File: src/rtl/axil_pkg.sv
// Shared types and helpers for the stream-to-AXI-lite writer.
package axil_pkg;

    // Write-channel sequencing states.
    typedef enum logic [1:0] {
        IDLE  = 2'd0,
        WRITE = 2'd1,
        RESP  = 2'd2
    } wr_state_t;

    // AXI-lite write response encoding as seen on the one-bit bresp.
    localparam logic RESP_OKAY = 1'b0;
    localparam logic RESP_ERR  = 1'b1;

    // Width of a word-index counter for an n-word window (never below 1 bit).
    function automatic int idx_width(input int n);
        return (n > 1) ? $clog2(n) : 1;
    endfunction

    // Byte address of word idx; wraps naturally modulo 2^32.
    function automatic logic [31:0] word_addr(input logic [31:0] base,
                                              input logic [31:0] idx,
                                              input logic [31:0] stride);
        return base + idx * stride;
    endfunction

endpackage

File: src/rtl/axis_hold_reg.sv
// One-entry stream holding register. Accepts a beat whenever empty and keeps
// it until the consumer pops it; reusable in front of any stream consumer.
module axis_hold_reg #(
    parameter int DATA_WIDTH = 32
) (
    input  logic                  aclk,
    input  logic                  areset,
    input  logic [DATA_WIDTH-1:0] s_data,
    input  logic                  s_valid,
    output logic                  s_ready,
    output logic [DATA_WIDTH-1:0] m_data,
    output logic                  m_valid,
    input  logic                  m_pop
);

    logic                  hold_valid_reg;
    logic [DATA_WIDTH-1:0] hold_data_reg;

    // Ready only when empty; held low during reset so nothing is taken then.
    assign s_ready = !hold_valid_reg && !areset;
    assign m_data  = hold_data_reg;
    assign m_valid = hold_valid_reg;

    // Load on an accepted beat, empty on pop (the two never coincide because
    // a load needs the entry empty and a pop needs it full).
    always_ff @(posedge aclk) begin
        if (areset) begin
            hold_valid_reg <= 1'b0;
            hold_data_reg  <= '0;
        end else if (s_valid && s_ready) begin
            hold_valid_reg <= 1'b1;
            hold_data_reg  <= s_data;
        end else if (m_pop) begin
            hold_valid_reg <= 1'b0;
        end
    end

endmodule

File: src/rtl/axis_axil_writer.sv
// Stream-to-register bridge: each stream beat becomes one AXI-lite write into
// a wrapping window of NUM_WORDS addresses starting at BASE_ADDR.
module axis_axil_writer
    import axil_pkg::*;
#(
    parameter int          DATA_WIDTH  = 32,
    parameter logic [31:0] BASE_ADDR   = 32'h0000_0000,
    parameter int unsigned ADDR_STRIDE = 4,
    parameter int          NUM_WORDS   = 16
) (
    input  logic                  aclk,
    input  logic                  areset,
    input  logic [DATA_WIDTH-1:0] s_data,
    input  logic                  s_valid,
    output logic                  s_ready,
    output logic [31:0]           awaddr,
    output logic                  awvalid,
    input  logic                  awready,
    output logic [DATA_WIDTH-1:0] wdata,
    output logic                  wvalid,
    input  logic                  wready,
    input  logic                  bvalid,
    output logic                  bready,
    input  logic                  bresp,
    output logic                  busy,
    output logic [7:0]            err_count
);

    localparam int             IDX_W    = idx_width(NUM_WORDS);
    localparam logic [IDX_W-1:0] IDX_LAST = IDX_W'(NUM_WORDS - 1);

    wr_state_t             state_reg, state_next;
    logic                  awvalid_reg, awvalid_next;
    logic                  wvalid_reg, wvalid_next;
    logic                  bready_reg, bready_next;
    logic [31:0]           awaddr_reg, awaddr_next;
    logic [DATA_WIDTH-1:0] wdata_reg, wdata_next;
    logic [IDX_W-1:0]      idx_reg, idx_next;
    logic [7:0]            err_count_reg, err_count_next;

    logic                  hold_valid;
    logic [DATA_WIDTH-1:0] hold_data;
    logic                  hold_pop;

    // Channel still waiting after this edge: valid now and no handshake now.
    logic aw_pend;
    logic w_pend;

    axis_hold_reg #(
        .DATA_WIDTH (DATA_WIDTH)
    ) u_hold (
        .aclk    (aclk),
        .areset  (areset),
        .s_data  (s_data),
        .s_valid (s_valid),
        .s_ready (s_ready),
        .m_data  (hold_data),
        .m_valid (hold_valid),
        .m_pop   (hold_pop)
    );

    assign aw_pend = awvalid_reg && !awready;
    assign w_pend  = wvalid_reg && !wready;

    // State and datapath registers; reset abandons any in-flight write.
    always_ff @(posedge aclk) begin
        if (areset) begin
            state_reg     <= IDLE;
            awvalid_reg   <= 1'b0;
            wvalid_reg    <= 1'b0;
            bready_reg    <= 1'b0;
            awaddr_reg    <= '0;
            wdata_reg     <= '0;
            idx_reg       <= '0;
            err_count_reg <= '0;
        end else begin
            state_reg     <= state_next;
            awvalid_reg   <= awvalid_next;
            wvalid_reg    <= wvalid_next;
            bready_reg    <= bready_next;
            awaddr_reg    <= awaddr_next;
            wdata_reg     <= wdata_next;
            idx_reg       <= idx_next;
            err_count_reg <= err_count_next;
        end
    end

    // Next-state: issue when a beat is held, respond once both AW and W are
    // done (in either order), return to idle on the write response.
    always_comb begin
        state_next = state_reg;
        case (state_reg)
            IDLE: begin
                if (hold_valid) begin
                    state_next = WRITE;
                end
            end
            WRITE: begin
                if (!aw_pend && !w_pend) begin
                    state_next = RESP;
                end
            end
            RESP: begin
                if (bvalid) begin
                    state_next = IDLE;
                end
            end
            default: state_next = IDLE;
        endcase
    end

    // Output/datapath updates per state; values hold unless changed here.
    always_comb begin
        awvalid_next   = awvalid_reg;
        wvalid_next    = wvalid_reg;
        bready_next    = bready_reg;
        awaddr_next    = awaddr_reg;
        wdata_next     = wdata_reg;
        idx_next       = idx_reg;
        err_count_next = err_count_reg;
        hold_pop       = 1'b0;
        case (state_reg)
            IDLE: begin
                if (hold_valid) begin
                    awaddr_next  = word_addr(BASE_ADDR, 32'(idx_reg), 32'(ADDR_STRIDE));
                    wdata_next   = hold_data;
                    awvalid_next = 1'b1;
                    wvalid_next  = 1'b1;
                    hold_pop     = 1'b1;
                end
            end
            WRITE: begin
                // Each channel drops on the edge after its own handshake.
                awvalid_next = aw_pend;
                wvalid_next  = w_pend;
                if (!aw_pend && !w_pend) begin
                    bready_next = 1'b1;
                end
            end
            RESP: begin
                if (bvalid) begin
                    bready_next = 1'b0;
                    idx_next    = (idx_reg == IDX_LAST) ? '0 : idx_reg + IDX_W'(1);
                    if (bresp == RESP_ERR && err_count_reg != 8'hFF) begin
                        err_count_next = err_count_reg + 8'd1;
                    end
                end
            end
            default: begin
                awvalid_next = 1'b0;
                wvalid_next  = 1'b0;
                bready_next  = 1'b0;
            end
        endcase
    end

    assign awaddr    = awaddr_reg;
    assign awvalid   = awvalid_reg;
    assign wdata     = wdata_reg;
    assign wvalid    = wvalid_reg;
    assign bready    = bready_reg;
    assign err_count = err_count_reg;
    assign busy      = hold_valid || (state_reg != IDLE);

endmodule
File: config.mk
export PLATFORM = sky130hd
export DESIGN_NAME = axis_axil_writer
export DESIGN_NICKNAME = d
export VERILOG_FILES = /design/src/rtl/axil_pkg.sv /design/src/rtl/axis_hold_reg.sv /design/src/rtl/axis_axil_writer.sv
export SDC_FILE = /design/constraint.sdc
export NUM_CORES = 1
export LEC_CHECK = 0
export ABC_AREA = 1
export CAP_MARGIN = 20
export CORE_ASPECT_RATIO = 2
export CORE_MARGIN = 8
export CORE_UTILIZATION = 40
export CTS_CLUSTER_SIZE = 28
export DETAILED_ROUTE_END_ITERATION = 12
export PLACE_DENSITY = 0.77
export SKIP_LAST_GASP = 1
export SYNTH_ARGS = -nofsm -noshare
export SYNTH_HDL_FRONTEND = slang
export SYNTH_HIERARCHICAL = 1
export SYNTH_SLANG_ARGS = --single-unit
export TNS_END_PERCENT = 30
File: constraint.sdc
create_clock -name aclk -period 1.75 [get_ports aclk]
set_clock_uncertainty 0.05 [all_clocks]
set_input_delay 0.35 -clock aclk [delete_from_list [all_inputs] [get_ports aclk]]
set_output_delay 0.35 -clock aclk [all_outputs]
set_load 0.05 [all_outputs]
Word level (Yosys, flattened, before mapping)
Index checks and enable logic that the tools add are counted.
Storage, ports and cells
  output and inout port bits: 77
  logic and storage cells: 58
  input port bits: 39
  bits in registers: 86
Operators by class
  equal/unequal tests: 7
  bitwise operators: 2
  reductions and logical operators: 22
  muxes and demuxes: 15
  add/sub/neg operators: 2
Operator list (number)
  $pmux 1 s3: 3
  $reduce_and 3->1: 3
  $add 8x1->8 const B: 1
  $ne 8x8->1 const B: 1
  $mux 1: 7
  $logic_and 1x1->1: 6
  $logic_not 1->1: 6
  $mux 2: 3
  $pmux 2 s3: 1
  $reduce_and 2->1: 3
  $add 4x1->4 const B: 1
  $eq 4x4->1 const B: 1
  $mux 4: 1
  $ne 2x2->1 const B: 2
  $reduce_bool 2->1: 2
  $eq 2x1->1 const B: 1
  $eq 2x2->1 const B: 1
  $logic_not 2->1: 1
  $ne 2x1->1 const B: 1
  $not 1->1: 2
  $logic_or 1x1->1: 1

Longest topological paths before layout
  depth after elaboration: 6
  mapped depth: 8
  gate-level depth less buffers: 8

Hierarchy
Netlist, hierarchy kept.
By module, submodules not included
  axis_axil_writer: sequential area each 1061.0 um^2, times used 1, cells each 309, area an instance 2307.2 um^2
  axis_hold_reg: sequential area each 660.6 um^2, times used 1, cells each 212, area an instance 1447.6 um^2

Worst setup path before layout
OpenSTA, ideal clock, no wires.
  path type: flip-flop to flip-flop
  start point: reg err_count_reg[1], in the netlist err_count[1]
  end point: reg err_count_reg[1], in the netlist err_count[1]
  period minus slack after synthesis: 1.719 ns
  arrival: 1.553 ns
  path buffers: 0
  data required time: 1.584 ns
  stages on the path, launching flop included: 9
  library setup time: 0.116 ns
  slack: 0.031 ns
  path through: dfxtp_1 ha_1 nand2_1 nor2_2 nand2_2 nand2_4 inv_2 nor2_1 nor2_1
On the way
  longest elaborated chain between the ends: 3
  elaborated cells between the ends (all ways): 4
  classes of those cells: add/sub (1); eq/ne (1); reduce/logical (2)
RTL lines
  start: declaration: RTL line axis_axil_writer.sv:39  | logic [7:0] err_count_reg, err_count_next;
  start signal: assignment: RTL line axis_axil_writer.sv:84  | err_count_reg <= err_count_next;
  branches (longest 3 deep; another with $add 8x1->8)
Several ways; the timed one is not identified.
A chain may end at the register's enable or synchronous reset.

Worst setup path in the final report
  start point: reg state_reg[1]
  end point: out busy
On the way
  longest elaborated chain between the ends: 2
RTL lines
  start: declaration: RTL line axis_axil_writer.sv:32  | wr_state_t state_reg, state_next;
  start signal: assignment: RTL line axis_axil_writer.sv:77  | state_reg <= state_next;
  $reduce_bool 2->1: RTL line axis_axil_writer.sv:163  | assign busy = hold_valid || (state_reg != IDLE);
  $logic_or 1x1->1: RTL line axis_axil_writer.sv:163
  end: declaration: RTL line axis_axil_writer.sv:25  | output logic busy,
Every way passes these cells.

==> results.sh <==
export IMPL_drive_gt1_share_pct=13.9
export IMPL_yosys_area_share_adder_pct=0.666
export IMPL_max_stage_delay_ns=0.35
export IMPL_grt_pass1_wl_mm=15.4
export IMPL_path_cells="nor2_4 > inv_1 > or2_4 > buf_4"
export IMPL_fin_cells=708
export IMPL_cts_made_buffers=9
export IMPL_worst_setup_path_end_kind="output port"
export IMPL_critical_path_arrival_ns=1.27
export IMPL_cp_max_fo=6
export IMPL_clkTransAtPathRegs_ns=0.05
export IMPL_coreArea_mm2=0.00926
export IMPL_holdPathEnd="awvalid"
export IMPL_num_io_pins=116
export IMPL_slowest_stage="dfxtp_2"
export IMPL_report_final_slew_viol_count=0
export IMPL_fin_crit_ns=1.67
export IMPL_reg2regPathDepth=8
export IMPL_hold_start="areset"
export IMPL_ys_seq_area_share_pct=45.9
export IMPL_port_buffers=87
export IMPL_cts_root_buf="clkbuf_16"
export IMPL_placed_cells=694
export IMPL_finalWirelength_mm=9.37
export IMPL_antenna_cells=0
export IMPL_r2r_start="err_count[0]"
export IMPL_reg2reg_slack_ns=0.27
export IMPL_clock_latency_ns=0.33
export IMPL_vias=3331
export IMPL_fmax_mhz=599
export IMPL_min_path_cells=2
export IMPL_outcome="complete, no violations"
export IMPL_nets=642
export IMPL_finalSetupViolCount=0
export IMPL_antenna_found_initial=0
export IMPL_p_total_mw=5.41
export IMPL_synth_mux_area_fraction_pct=0
export IMPL_area_delta_synth_final_pct=27.1
export IMPL_fillers=914
export IMPL_grt_pass1_vias=3368
export IMPL_netlist_area_mm2=0.00375
export IMPL_synth_compound_area_share_pct=7.73
export IMPL_core_rowCount=50
export IMPL_post_cts_buffers=0
export IMPL_postRouteAntennaNets=0
export IMPL_cts_sinks=86
export IMPL_dieArea_mm2=0.0129
export IMPL_final_setup_tns_ns=0
export IMPL_die_w_um=84.5
export IMPL_final_cell_mix="nor2_1, nand2_1, dfxtp_1"
export IMPL_syn_inst=521
export IMPL_worst_setup_path_start_kind="register"
export IMPL_cts_tree="done"
export IMPL_leakagePower_nw=2.18
export IMPL_yosys_area_share_simple_pct=29.6
export IMPL_route_detailed_drc=0
export IMPL_synth_seq_cells=86
export IMPL_min_path_type="primary input to register"
export IMPL_period_share_pct=95.4
export IMPL_wl_per_cell_um=13.2
export IMPL_start_util_pct=40.6
export IMPL_setup_worst_path_start="state_reg[1]"
export IMPL_drtIter0Drc=181
export IMPL_routed_via_density=4.70
export IMPL_r2r_end="err_count[1]"
export IMPL_place_congestion=0.868
export IMPL_multiInputGateArea_mm2=0.00157
export IMPL_syn_avg_cell_area_um2=7.21
export IMPL_final_common_cell="nor2_1"
export IMPL_hold_ws_ns=0.319
export IMPL_synth_xor_area_share_pct=0.933
export IMPL_grt_max_degree=35
export IMPL_power_density_mw_per_mm2=1130
export IMPL_drv_cap=0
export IMPL_firstDrtPassIters=5
export IMPL_dieHeight_um=153
export IMPL_hpwl_mm=7.10
export IMPL_final_util_pct=51.5
export IMPL_synth_top_family_by_area="simple AND/OR/NAND/NOR gates"
export IMPL_ir_drop_v=0.000788
export IMPL_synth_distinct_cells=27
export IMPL_ff_latch_area_mm2=0.00172
export IMPL_cts_max_level=3
export IMPL_crit_type="register to output port"
export IMPL_worstPathRequired_ns=1.35
export IMPL_ys_warn_count=6
export IMPL_globalRouteTotalUtil_pct=14.8
export IMPL_rsz0062_at_grt="no"
export IMPL_hold_violations=0
export IMPL_gr_total_overflow=0
export IMPL_cts_path_max_buffers=2
## metal layers
layer	part of all wire, %	GRT usage, %	routed length (µm)	vias to the layer above
li1	-	-	-	1714
met5	0	0	0	-
met2	55	26.8	5130	103
met3	4.8	3.38	445	22
met4	5.2	12.5	483	0
met1	35	13.3	3310	1492
## stage by stage
step / area, µm² / worst slack [ns]
after floorplan: 3860 / 0.0311
after global placement: 4490 / 0.111
after detailed placement: 4490 / 0.0785
after CTS: 4770 / 0.00232
after global routing: 4770 / 0.0173
final: 4770 / 0.0803
## cell type report
class | count | area share [%]
Clock buffer | 10 | 4.80
Timing Repair Buffer | 96 | 18.3
Sequential cell | 86 | 36.1
Multi-Input combinational cell | 356 | 32.9
Clock inverter | 4 | 1.05
Tap cell | 104 | 2.73
Inverter | 52 | 4.09
## cells in the mapped netlist
master,count,share of area [%]
buf_6,4,1.2
nand4_1,3,0.50
or2_2,1,0.17
nand3_1,43,5.7
or2_4,1,0.23
inv_2,2,0.20
nor2_8,1,0.53
buf_2,12,1.6
xnor2_1,1,0.23
a21oi_1,15,2.0
conb_1,1,0.10
clkbuf_1,4,0.40
nor3_1,1,0.13
o21ai_1,1,0.13
xor2_1,3,0.70
nand2_4,3,0.90
o21ai_0,42,5.6
nor2_2,2,0.33
nand2_1,92,9.2
nor3b_1,1,0.20
nor2_1,115,11
nand2_2,1,0.17
buf_4,33,6.6
clkbuf_2,1,0.13
inv_1,50,5.0
dfxtp_1,86,46
ha_1,2,0.67
## how the worst max path moves through the flow
stage	endpoint	slack, ns
6_report	busy	0.08
5_1_grt	s_ready	0.02
4_1_cts	busy	0.002
3_5_place_dp	err_count[4]	0.08
3_3_place_gp	err_count[1]	0.11
2_1_floorplan	err_count[1]	0.03
## power by group
| part | internal [mW] | switching, mW | leakage, nW | total, mW |
|---|---|---|---|---|
| combinational | 0.413 | 0.957 | 1.34 | 1.37 |
| sequential | 2.14 | 0.108 | 0.706 | 2.25 |
| clock | 1.09 | 0.704 | 0.130 | 1.79 |
## worst max-delay path, delay by kind of cell, from the launching register on
family	cells	cell delay, ns
buffers and inverters	2	0.25
DFF	1	0.35
and+or+nand+nor	2	0.34
## timing repair
item,in CTS,in global routing
resized for setup,0,2
endpoints found under the setup margin,0,1
hold buffers,0,0
## logic make-up after synthesis
group | Yosys count
other | 1
XOR/XNOR | 4
AO/OA/AOI/OAI | 58
AND/OR/NAND/NOR | 264
buffers and inverters | 106
adder cells (fa/ha/maj) | 2
flip-flops | 86
No activity file was read; power rests on OpenSTA's default activity.
